[src/rtl/raptor64_div_seq.sv]
// Purpose: sequences DIV/MOD ops from execute into the 64-bit iterative divider,
//          with a one-entry result cache, quotient/remainder select and a watchdog.
// Latency: cache hit -> wb_v 1 cycle after issue; miss -> issue + LAUNCH + divider busy + WB
//          (wb_v one cycle after div_done).
// Backpressure: stall holds execute while an op is in flight; issue_v is only sampled in IDLE.
//
// Ports:
//   clk, rst                 clock, synchronous active-high reset
//   issue_*                  op from execute (op[0] signed, op[1] MOD, op[2] immediate divisor)
//   flush                    squash the in-flight op (divider still runs to completion)
//   stall                    pipeline hold
//   div_*  (out)             load strobe and held operands to the divider
//   div_qo/ro/dvByZr/done    divider results
//   wb_v/wb_tgt/wb_res       single-cycle writeback
//   dbz_exc, tmo_err         divide-by-zero exception / watchdog error pulses
module raptor64_div_seq #(
  parameter logic [7:0] TIMEOUT = 8'd100,
  parameter int         TGTW    = 6
) (
  input  logic            clk,
  input  logic            rst,
  input  logic            issue_v,
  input  logic [2:0]      issue_op,
  input  logic [63:0]     issue_a,
  input  logic [63:0]     issue_b,
  input  logic [63:0]     issue_imm,
  input  logic [TGTW-1:0] issue_tgt,
  input  logic            flush,
  output logic            stall,
  output logic            div_ld,
  output logic            div_sgn,
  output logic            div_isDivi,
  output logic [63:0]     div_a,
  output logic [63:0]     div_b,
  output logic [63:0]     div_imm,
  input  logic [63:0]     div_qo,
  input  logic [63:0]     div_ro,
  input  logic            div_dvByZr,
  input  logic            div_done,
  output logic            wb_v,
  output logic [TGTW-1:0] wb_tgt,
  output logic [63:0]     wb_res,
  output logic            dbz_exc,
  output logic            tmo_err
);

  typedef enum logic [2:0] {S_IDLE, S_LAUNCH, S_WAIT, S_WB, S_DRAIN} state_t;

  state_t          r_state, w_state_nxt;

  // latched op
  logic [2:0]      r_op;
  logic [63:0]     r_a, r_b, r_imm;
  logic [TGTW-1:0] r_tgt;

  // one-entry result cache, tagged by dividend, effective divisor and signedness
  logic            r_cv, r_cs;
  logic [63:0]     r_ca, r_cd, r_cq, r_cr;

  logic [7:0]      r_wdog;
  logic            r_wb_v, r_dbz, r_tmo;
  logic [TGTW-1:0] r_wb_tgt;
  logic [63:0]     r_wb_res;

  logic [63:0]     w_issue_div, w_op_div;
  logic            w_accept, w_hit, w_hit_wb, w_wdog_trip;
  logic            w_wb_set, w_dbz_set, w_tmo_set, w_cache_wr, w_cache_inv;

  assign w_issue_div = issue_op[2] ? issue_imm : issue_b;
  assign w_op_div    = r_op[2] ? r_imm : r_b;
  assign w_accept    = (r_state == S_IDLE) && issue_v && !flush;
  assign w_hit       = r_cv && (r_ca == issue_a) && (r_cd == w_issue_div) && (r_cs == issue_op[0]);
  assign w_hit_wb    = w_accept && w_hit;
  // r_wdog counts cycles since LAUNCH; the error pulse is registered, so trip one
  // cycle early to land exactly TIMEOUT cycles after LAUNCH. >= guards the count
  // running past the trip point while a flush moves WAIT to DRAIN.
  assign w_wdog_trip = (r_wdog >= (TIMEOUT - 8'd1));

  always_ff @(posedge clk) begin
    if (rst) r_state <= S_IDLE;
    else     r_state <= w_state_nxt;
  end

  always_comb begin
    w_state_nxt = r_state;
    w_wb_set    = 1'b0;
    w_dbz_set   = 1'b0;
    w_tmo_set   = 1'b0;
    w_cache_wr  = 1'b0;
    w_cache_inv = 1'b0;
    case (r_state)
      S_IDLE:   if (w_accept && !w_hit) w_state_nxt = S_LAUNCH;
      // the divider is already loaded, so a flush here must still drain it
      S_LAUNCH: w_state_nxt = flush ? S_DRAIN : S_WAIT;
      S_WAIT: begin
        if (div_done) begin
          // flush coincident with done: result only reaches the cache
          w_state_nxt = S_IDLE;
          if (div_dvByZr) begin
            w_cache_inv = 1'b1;
            w_dbz_set   = !flush;
          end else begin
            w_cache_wr = 1'b1;
            if (!flush) begin
              w_wb_set    = 1'b1;
              w_state_nxt = S_WB;
            end
          end
        end else if (flush) begin
          w_state_nxt = S_DRAIN;
        end else if (w_wdog_trip) begin
          w_state_nxt = S_IDLE;
          w_tmo_set   = 1'b1;
          w_cache_inv = 1'b1;
        end
      end
      S_WB:     w_state_nxt = S_IDLE;
      S_DRAIN: begin
        if (div_done) begin
          w_state_nxt = S_IDLE;
          w_cache_wr  = !div_dvByZr;
        end else if (w_wdog_trip) begin
          w_state_nxt = S_IDLE;
          w_tmo_set   = 1'b1;
          w_cache_inv = 1'b1;
        end
      end
      default:  w_state_nxt = S_IDLE;
    endcase
  end

  always_ff @(posedge clk) begin
    if (rst) begin
      r_op     <= '0;
      r_a      <= '0;
      r_b      <= '0;
      r_imm    <= '0;
      r_tgt    <= '0;
      r_cv     <= 1'b0;
      r_cs     <= 1'b0;
      r_ca     <= '0;
      r_cd     <= '0;
      r_cq     <= '0;
      r_cr     <= '0;
      r_wdog   <= '0;
      r_wb_v   <= 1'b0;
      r_dbz    <= 1'b0;
      r_tmo    <= 1'b0;
      r_wb_tgt <= '0;
      r_wb_res <= '0;
    end else begin
      r_wb_v <= w_wb_set | w_hit_wb;
      r_dbz  <= w_dbz_set;
      r_tmo  <= w_tmo_set;

      // operands only change in IDLE, so they stay stable while the divider runs
      if (w_accept) begin
        r_op  <= issue_op;
        r_a   <= issue_a;
        r_b   <= issue_b;
        r_imm <= issue_imm;
        r_tgt <= issue_tgt;
      end

      if (w_hit_wb) begin
        r_wb_res <= issue_op[1] ? r_cr : r_cq;
        r_wb_tgt <= issue_tgt;
      end else if (w_wb_set) begin
        r_wb_res <= r_op[1] ? div_ro : div_qo;
        r_wb_tgt <= r_tgt;
      end

      if (w_cache_wr) begin
        r_cv <= 1'b1;
        r_ca <= r_a;
        r_cd <= w_op_div;
        r_cs <= r_op[0];
        r_cq <= div_qo;
        r_cr <= div_ro;
      end else if (w_cache_inv) begin
        r_cv <= 1'b0;
      end

      if (r_state == S_LAUNCH)
        r_wdog <= 8'd1;
      else if ((r_state == S_WAIT) || (r_state == S_DRAIN))
        r_wdog <= r_wdog + 8'd1;
    end
  end

  // WB is the cycle execute resumes and consumes the writeback, so it does not stall
  assign stall      = (r_state != S_IDLE) && (r_state != S_WB);
  assign div_ld     = (r_state == S_LAUNCH);
  assign div_sgn    = r_op[0];
  assign div_isDivi = r_op[2];
  assign div_a      = r_a;
  assign div_b      = r_b;
  assign div_imm    = r_imm;
  assign wb_v       = r_wb_v;
  assign wb_tgt     = r_wb_tgt;
  assign wb_res     = r_wb_res;
  assign dbz_exc    = r_dbz;
  assign tmo_err    = r_tmo;

endmodule

[config.mk]
export PLATFORM = sky130hd
export DESIGN_NAME = raptor64_div_seq
export DESIGN_NICKNAME = d
export VERILOG_FILES = /design/src/rtl/raptor64_div_seq.sv
export SDC_FILE = /design/constraint.sdc
export NUM_CORES = 1
export LEC_CHECK = 0
export CAP_MARGIN = 40
export CORE_ASPECT_RATIO = 0.7
export CORE_MARGIN = 1.5
export CORE_UTILIZATION = 44
export CTS_CLUSTER_SIZE = 30
export DETAILED_ROUTE_END_ITERATION = 8
export GPL_ROUTABILITY_DRIVEN = 0
export HOLD_SLACK_MARGIN = 0.15
export PLACE_DENSITY_LB_ADDON = 0.2
export RECOVER_POWER = 25
export SETUP_SLACK_MARGIN = 0.1
export SYNTH_ARGS = -nofsm -noshare
export SYNTH_HDL_FRONTEND = slang
export SYNTH_SLANG_ARGS = --single-unit
[constraint.sdc]
create_clock -name clk -period 2.5 [get_ports clk]
set_clock_uncertainty 0.2 [all_clocks]
set_input_delay 0.375 -clock clk [delete_from_list [all_inputs] [get_ports clk]]
set_output_delay 0.375 -clock clk [all_outputs]
set_load 0.01 [all_outputs]
==> qor.yml, run 1 <==
worstRegToRegCells: 12
worst_pin_slew_ns: 0.7618
rsz0062_at_grt: "yes"
fmax_mhz: 333.5
synth_edf_count: 0
first_pass_iters: 7
critical_path.cell_chain: "buf_4, buf_4, mux2i_1, o22ai_1, a221oi_1, buf_4, nand4_1, nor3_4, nand4_1, buf_6, buf_12, buf_4, o22a_1, a21oi_1"
ant_nets: 0
cts_tree: "built"
grt_max_degree: 120
fillCellCount: 4203
start_util: 0.4445
clkPwrFrac: 0.414
syn_inst: 2814
switchingPower_mw: 4.865
maxSlewViolCount: 0
first_global_vias: 22744
root_buffer: "clkbuf_16"
ios: 604
reg2reg_slack_ns: -0.48
finalNetCount: 3814
cpMaxStageDelayCell: "mux2i_1"
clockBufferDepth: 3
grt_pass1_wl_mm: 128.3
cp-start-kind: "input port"
multi_input_area_um2: 11860
layout_commonest_cell: "nand2_1"
port_buffers: 603
drive_above_1_share: 0.09406
yosys_warnings: 0
crit_top_cell: "buf_4"
hold_class: "in -> reg"
vias: 23114
synthesis.area_um2: 23160
slowest_delay_ns: 0.45
die-area_um2: 54050
synthFlopType: "dfxtp_1"
overflow: 0
period_minus_slack_ns: 2.999
track_usage: 0.2976
final-seq-area_um2: 10890
post-route-period-util: 1.200
crit_required_ns: 2.82
die_w_um: 277.2
worstSetupPathType: "in -> reg"
wl_per_cell_um: 20.04
ys_seq_area_frac: 0.4693
die_y_um: 195.0
cp_max_fo: 16
setup_violations: 72
powerDensity_nw_per_um2: 581.2
numCtsBuffers: 54
fin_ws_ns: -0.4989
ys_types: 43
synth-seq-cells: 543
post-place-ws_ns: -1.297
max-vdd-ir-drop_mv: 0.5692
htreeDepth: 2
first_iter_violations: 1627
endpoint_kind: "register"
p_int_mw: 14.86
seq_power_share: 0.457
syn_nets: 3150
core_area_um2: 52110
violations: "setup timing"
layout_common_cells: "nand2_1 (790), clkdlybuf4s50_1 (593), dfxtp_1 (535)"
power_frac_comb: 0.128
swShare: 0.2466
drt_wl_total_mm: 84.43
power_leakage_nw: 11.63
cp.arrival_ns: 3.32
hold_viol: 0
numClockSinks: 543
fin_setup_tns_ns: -31.55
antenna_found_initial: 12
area_growth_pct: 46.54
viasPerCell: 5.486
clock_latency_ns: 0.59
status: "finished with violations"
maxCapViolCount: 0
syn_avg_cell_area_um2: 8.231
min_path_cells: 3
remaining_drc_errors: 0
place_hpwl_mm: 58.53
path_clk_slew_ns: 0.06
slew-limit-headroom: 0.4921
async_reset_ff_frac: 0
rows: 70
kinds of logic (layout without fill, tap and decap cells):
logic type / after synthesis / count (layout) / share of synthesized area
buffers and inverters: 232 / 937 / 0.03981
XOR/XNOR: 111 / 111 / 0.04197
flip-flops: 543 / 543 / 0.4693
AND/OR/NAND/NOR: 1037 / 1037 / 0.1803
multiplexers: 246 / 246 / 0.1063
AO/OA/AOI/OAI: 644 / 644 / 0.1618
adder cells (fa/ha/maj): 1 / 1 / 0.0005401
other: 0 / 10 / 0
metrics by stage:
stage / instances / util / hold WS (ns) / instance area [µm²] / power, mW
3_3_place_gp: 4023 / 0.5908 / 0.2371 / 30790 / 11.57
3_5_place_dp: 4023 / 0.5908 / 0.2452 / 30790 / 11.61
5_1_grt: 4213 / 0.6513 / 0.1659 / 33940 / 20.39
4_1_cts: 4198 / 0.6471 / 0.1501 / 33720 / 19.82
2_1_floorplan: 2814 / - / 0.2318 / 23180 / 10.16
6_report: 4213 / 0.6513 / 0.1789 / 33940 / 19.73
sequential cells by signal, summed over array words and instances (netlist names):
signal and count:
r_cv 1, div_a 64, tmo_err 1, r_wdog 8
r_cq 64, r_cr 64, wb_res 64, r_ca 64
div_b 64, r_tgt 6, r_op 3, r_cs 1
r_cd 64, dbz_exc 1, wb_v 1, r_state 3
div_imm 64, wb_tgt 6
area by class of cell:
| cell class | count | area share |
|---|---|---|
| multi-input cells | 2039 | 0.3494 |
| flip-flops and latches | 543 | 0.3207 |
| repair buffers | 833 | 0.2510 |
| clock buffers | 87 | 0.04977 |
| well taps | 684 | 0.02521 |
| clock inverters | 10 | 0.002396 |
| inverters | 7 | 0.0007741 |
| diodes | 10 | 0.0007373 |
worst max-delay path: cells and delay by family:
family | cells | cell delay [ns]
multiplexers | 1 | 0.45
AO/OA/AOI/OAI | 4 | 0.88
AND/OR/NAND/NOR | 3 | 0.51
buffers and inverters | 6 | 1.08
power groups by stage:
stage	Sequential [mW]	Combinational [mW]	Clock [mW]
2_1_floorplan	9.24	0.923	0
3_3_place_gp	9.19	2.38	0
3_5_place_dp	9.21	2.41	0
4_1_cts	9.02	2.52	8.28
5_1_grt	9.04	2.68	8.67
6_report	9.02	2.53	8.17
layer usage:
metal	routed length (µm)	vias up	global-route usage	share of wire
li1	-	10928	-	-
met1	35010	11091	0.3781	0.41
met2	39680	885	0.4867	0.47
met3	6191	208	0.06635	0.073
met4	3535	2	0.1266	0.042
met5	13	-	0	0.00015
cell usage after synthesis (8+ instances only):
cell type / n / share of area
buf_2: 8 / 0.0017
a21oi_1: 465 / 0.10
nor2_1: 104 / 0.017
nor4_1: 19 / 0.0051
xor2_1: 25 / 0.0095
dfxtp_1: 543 / 0.47
nand2_1: 790 / 0.13
nand3_1: 59 / 0.013
mux2i_1: 246 / 0.11
a211oi_1: 98 / 0.032
xnor2_1: 86 / 0.033
nor2b_1: 25 / 0.0068
clkbuf_1: 205 / 0.033
nand4_1: 19 / 0.0051
o22a_1: 49 / 0.019
final timing paths:
check	from	to
setup / recovery	issue_op[2]	wb_res[15]$_SDFFE_PP0P_
hold / removal	div_ro[51]	r_cr[51]$_SDFFE_PP0P_
setup reg to reg	r_ca[0]$_SDFFE_PP0P_	wb_res[15]$_SDFFE_PP0P_
hold reg to reg	r_tgt[3]$_SDFFE_PP0P_	r_tgt[3]$_SDFFE_PP0P_
repair_timing:
action / in CTS / in global routing
gates cloned: 5 / 4
endpoints found under the setup margin: 74 / 75
pin swaps: 15 / 23
hold buffers: 70 / 0
hold endpoints to repair: 129 / 0
resized for setup: 66 / 49
buffers inserted: 3 / 1
(Power assumes the default switching activity.)
==> run 2: changes to the inputs <==
Settings changed: CORE_AREA from default to 2 2 232 234, CORE_ASPECT_RATIO 0.7 to default, CORE_MARGIN 1.5 to default, CORE_UTILIZATION 44 to default, DIE_AREA from default to 0 0 234 236.
Clock period 2.5 ns to 3.9 ns, I/O delays scaled along.
==> qor.yml, run 2 (synthesis gave the netlist of run 1 again) <==
worstRegToRegCells: 5
fin_ws_ns: 0.6540
r2r_start: "r_state[2]$_SDFFE_PP0P_"
violations: "capacitance limit, slew limit"
grt_pass1_wl_mm: 122.8
hold_viol: 0
holdBufCountCts: 0
max-vdd-ir-drop_mv: 0.3359
rows: 85
maxCapViolCount: 1
path_clk_slew_ns: 0.06
min_from: "rst"
fin_setup_tns_ns: 0
endpoint_kind: "register"
ant_nets: 0
root_buffer: "clkbuf_16"
first_pass_iters: 6
htreeDepth: 2
layout_commonest_cell: "nand2_1"
clkPwrFrac: 0.441
min_path_cells: 2
critical_path.cell_chain: "clkdlybuf4s50_1, nor2_1, and3_1, clkbuf_1, nand2_1, a21oi_1"
drive_above_1_share: 0.04795
hold_class: "in -> reg"
port_buffers: 603
cp_max_fo: 42
rsz0062_at_grt: "no"
fmax_mhz: 308.1
numClockSinks: 543
worstSetupPathType: "in -> reg"
first_iter_violations: 1700
power_leakage_nw: 11.01
cts_tree: "built"
numCtsBuffers: 58
crit_required_ns: 4.24
antenna_found_initial: 19
setup_violations: 0
viasPerCell: 5.429
dp_cells: 3946
switchingPower_mw: 3.134
ios: 604
place_hpwl_mm: 58.13
worst_pin_slew_ns: 1.950
die_y_um: 236
post_layout_nonfiller_instances: 4070
remaining_drc_errors: 0
wl_per_cell_um: 20.02
hold_path_end: "wb_res[55]$_SDFFE_PP0P_"
cpMaxStageDelayCell: "clkbuf_1"
cts_resized: 0
swShare: 0.2415
drt_wl_total_mm: 81.50
layout_common_cells: "nand2_1 (790), dfxtp_1 (541), clkdlybuf4s50_1 (497)"
reg2reg_slack_ns: 0.67
grt_max_degree: 162
maxSlewViolCount: 43
cp-start-kind: "input port"
powerDensity_nw_per_um2: 406.6
die-area_um2: 55220
seq_power_share: 0.447
post_dp_cell_area_um2: 29890
clock_latency_ns: 0.61
p_int_mw: 9.841
core_area_um2: 53070
finalNetCount: 3646
slew-limit-headroom: -0.2997
period_minus_slack_ns: 3.246
post-route-period-util: 0.8323
start_util: 0.4364
first_global_vias: 21249
post-place-ws_ns: 0.07489
track_usage: 0.2831
status: "finished with violations"
vias: 22094
area_growth_pct: 37.78
total_power_mw: 12.98
die_w_um: 234
r2r_end: "div_imm[31]$_SDFFE_PP0P_"
cp.arrival_ns: 3.58
slowest_delay_ns: 1.43
final_area_um2: 31910
post-cts-setup-buffers: 0
overflow: 0
clockBufferDepth: 3
power_frac_comb: 0.113
-- run 2: cell types whose count changed in the layout (fill, tap and decap cells not counted), moves of 8 or more --
cell             before  now
clkdlybuf4s50_1     593  497
a21oi_1             447  465
a211oi_2             21    0
buf_6                 8    0
a211oi_1             71   98
dlygate4sd3_1        75  103
buf_12               31   17
buf_4               104   41
a21oi_2              18    0
-- run 2: critical path, delay by kind of cell --
kind                   cells  cell delay (ns)
AOI/OAI and AO/OA          1             0.21
buffers and inverters      2             1.96
and+or+nand+nor            3             0.79
-- run 2: worst max-delay path by stage --
| stage | startpoint | end | slack, ns | depth (start not counted) |
|---|---|---|---|---|
| after floorplan | issue_op[2] | wb_res[10]$_SDFFE_PP0P_ | 1.11 | 12 |
| after global placement | issue_a[0] | wb_res[34]$_SDFFE_PP0P_ | 0.09 | 12 |
| after detailed placement | issue_a[25] | wb_res[47]$_SDFFE_PP0P_ | 0.07 | 12 |
| after CTS | issue_a[25] | wb_res[47]$_SDFFE_PP0P_ | 0.70 | 12 |
| after global routing | r_state[2]$_SDFFE_PP0P_ | div_imm[22]$_SDFFE_PP0P_ | 0.45 | 5 |
| final | flush | div_imm[31]$_SDFFE_PP0P_ | 0.65 | 6 |
-- run 2: metrics by stage --
| stage | hold slack [ns] | utilization |
|---|---|---|
| floorplan | 0.2318 | - |
| global placement | 0.2388 | 0.5626 |
| detailed placement | 0.2424 | 0.5632 |
| CTS | 0.2322 | 0.6008 |
| global route | 0.2552 | 0.6012 |
| finish | 0.2395 | 0.6013 |
-- run 2: cell type report --
| class | instances | area [µm²] |
|---|---|---|
| clock buffers | 92 | 1814 |
| repair buffers | 661 | 6700 |
| inverters | 7 | 26.28 |
| fillers | 4593 | 21160 |
| diodes | 16 | 40.04 |
| multi-input cells | 2039 | 11400 |
| clock inverters | 16 | 186.4 |
| flip-flops and latches | 543 | 10880 |
| well taps | 696 | 870.8 |
-- run 2: power groups by stage --
stage	Combinational [mW]	Clock, mW	Sequential [mW]
after floorplan	0.591	0	5.92
after global placement	1.44	0	5.91
after detailed placement	1.46	0	5.92
after CTS	1.47	5.82	5.79
after global routing	1.55	6.03	5.81
final	1.46	5.72	5.79
-- run 2: routing by layer --
layer / track usage / wire length [µm] / up-vias
li1: - / - / 10591
met5: 0 / 56 / -
met3: 0.07386 / 6703 / 188
met2: 0.4731 / 39190 / 856
met1: 0.3377 / 31970 / 10451
met4: 0.1308 / 3575 / 8
==> run 3: changes to the inputs <==
Settings changed: CORE_AREA 2 2 232 234 to default, CORE_ASPECT_RATIO from default to 0.7, CORE_MARGIN from default to 1.5, CORE_UTILIZATION from default to 44, DIE_AREA 0 0 234 236 to default.
Clock period 3.9 ns to 2.8 ns, I/O delays scaled along.
==> qor.yml, run 3 (synthesis gave the netlist of run 1 again) <==
violations: "setup timing"
antenna_found_initial: 15
remaining_drc_errors: 0
fillCellCount: 4246
whs_ns: 0.1950
endpoint_kind: "register"
numClockSinks: 543
numCtsBuffers: 53
ant_nets: 0
post-place-ws_ns: -0.9403
track_usage: 0.2919
start_util: 0.4445
core_area_um2: 52110
first_global_vias: 21755
clockBufferDepth: 3
fin_ws_ns: -0.1322
powerDensity_nw_per_um2: 537.5
dp_cells: 4007
overflow: 0
maxCapViolCount: 0
clock_latency_ns: 0.60
die_w_um: 277.2
drt_wl_total_mm: 83.20
post_dp_cell_area_um2: 30570
finalNetCount: 3728
cp-start-kind: "input port"
post-route-period-util: 1.047
p_int_mw: 13.37
final_area_um2: 32940
layout_common_cells: "nand2_1 (790), dfxtp_1 (538), clkdlybuf4s50_1 (515)"
ios: 604
area_growth_pct: 42.23
maxSlewViolCount: 0
setup_violations: 145
cp.arrival_ns: 3.19
hold_class: "in -> reg"
switchingPower_mw: 4.338
post_layout_nonfiller_instances: 4132
layout_commonest_cell: "nand2_1"
status: "finished with violations"
worst_pin_slew_ns: 0.9568
wl_per_cell_um: 20.14
power_leakage_nw: 11.48
drive_above_1_share: 0.08472
cts_tree: "built"
seq_power_share: 0.455
fmax_mhz: 341.0
fin_util: 0.6321
hold_viol: 0
vias: 22521
cp_max_fo: 7
rsz0062_at_grt: "yes"
die_y_um: 195.0
first_iter_violations: 1839
worstSetupPathType: "in -> reg"
port_buffers: 603
grt_pass1_wl_mm: 125.1
rows: 70
slew-limit-headroom: 0.3621
htreeDepth: 2
power_frac_comb: 0.121
root_buffer: "clkbuf_16"
crit_required_ns: 3.06
place_hpwl_mm: 58.52
swShare: 0.2450
grt_max_degree: 109
first_pass_iters: 6
period_minus_slack_ns: 2.932
clkPwrFrac: 0.424
path_clk_slew_ns: 0.07
viasPerCell: 5.450
die-area_um2: 54050
max-vdd-ir-drop_mv: 0.5280
-- run 3: power groups by stage --
stage,Clock (mW),Combinational (mW),Sequential (mW)
global route,7.96,2.26,8.07
detailed placement,0,2.11,8.23
finish,7.51,2.14,8.06
global placement,0,2.09,8.21
floorplan,0,0.823,8.25
CTS,7.64,2.14,8.05
-- run 3: timing repair --
action                                  in CTS  in global routing
hold buffers                                 3                  0
gates resized for setup                     42                 46
hold endpoints to repair                    43                  0
gates cloned                                 3                  4
setup buffers                                3                  1
endpoints found under the setup margin      74                 74
pin swaps                                    9                 21
-- run 3: area by class of cell --
type	instances	area, µm²	area share
multi-input combinational	2039	11700	0.3552
sequential	543	10880	0.3303
timing repair buffer	748	7637	0.2318
clock buffer	78	1510	0.04584
tap	684	855.8	0.02598
clock inverter	20	296.5	0.009001
antenna	13	32.53	0.0009875
inverter	7	26.28	0.0007976
-- run 3: layer usage --
| metal | routed length (µm) | global-route usage |
|---|---|---|
| met5 | 15 | 0 |
| met4 | 3192 | 0.1207 |
| met3 | 5755 | 0.05758 |
| met2 | 38940 | 0.4777 |
| met1 | 35300 | 0.3765 |
-- run 3: final timing paths --
path,cells after the start,slack [ns],from,end
worst max register to register,12,-0.13,r_ca[62]$_SDFFE_PP0P_,wb_res[63]$_SDFFE_PP0P_
worst min register to register,2,0.25,r_cq[53]$_SDFFE_PP0P_,r_cq[53]$_SDFFE_PP0P_
worst max-delay path,13,-0.13,issue_imm[42],wb_res[63]$_SDFFE_PP0P_
worst min-delay path,3,0.19,issue_b[59],div_b[59]$_SDFFE_PP0P_
-- run 3: worst max-delay path, stage by stage --
cell             delay (ns)
clkdlybuf4s50_1        0.42
mux2i_1                0.25
xor2_1                 0.20
buf_4                  0.21
nand4_1                0.14
or4_4                  0.50
nor3_2                 0.17
nand4_1                0.11
buf_6                  0.16
buf_12                 0.15
buf_16                 0.16
a211oi_4               0.22
a211oi_2               0.05
-- run 3: per-stage QoR --
stage                     total power, mW  TNS, ns
after global placement              10.30   -59.06
after global routing                18.30   -35.22
after detailed placement            10.34   -61.70
final                               17.71   -8.494
after CTS                           17.83   -6.636
after floorplan                     9.073        0
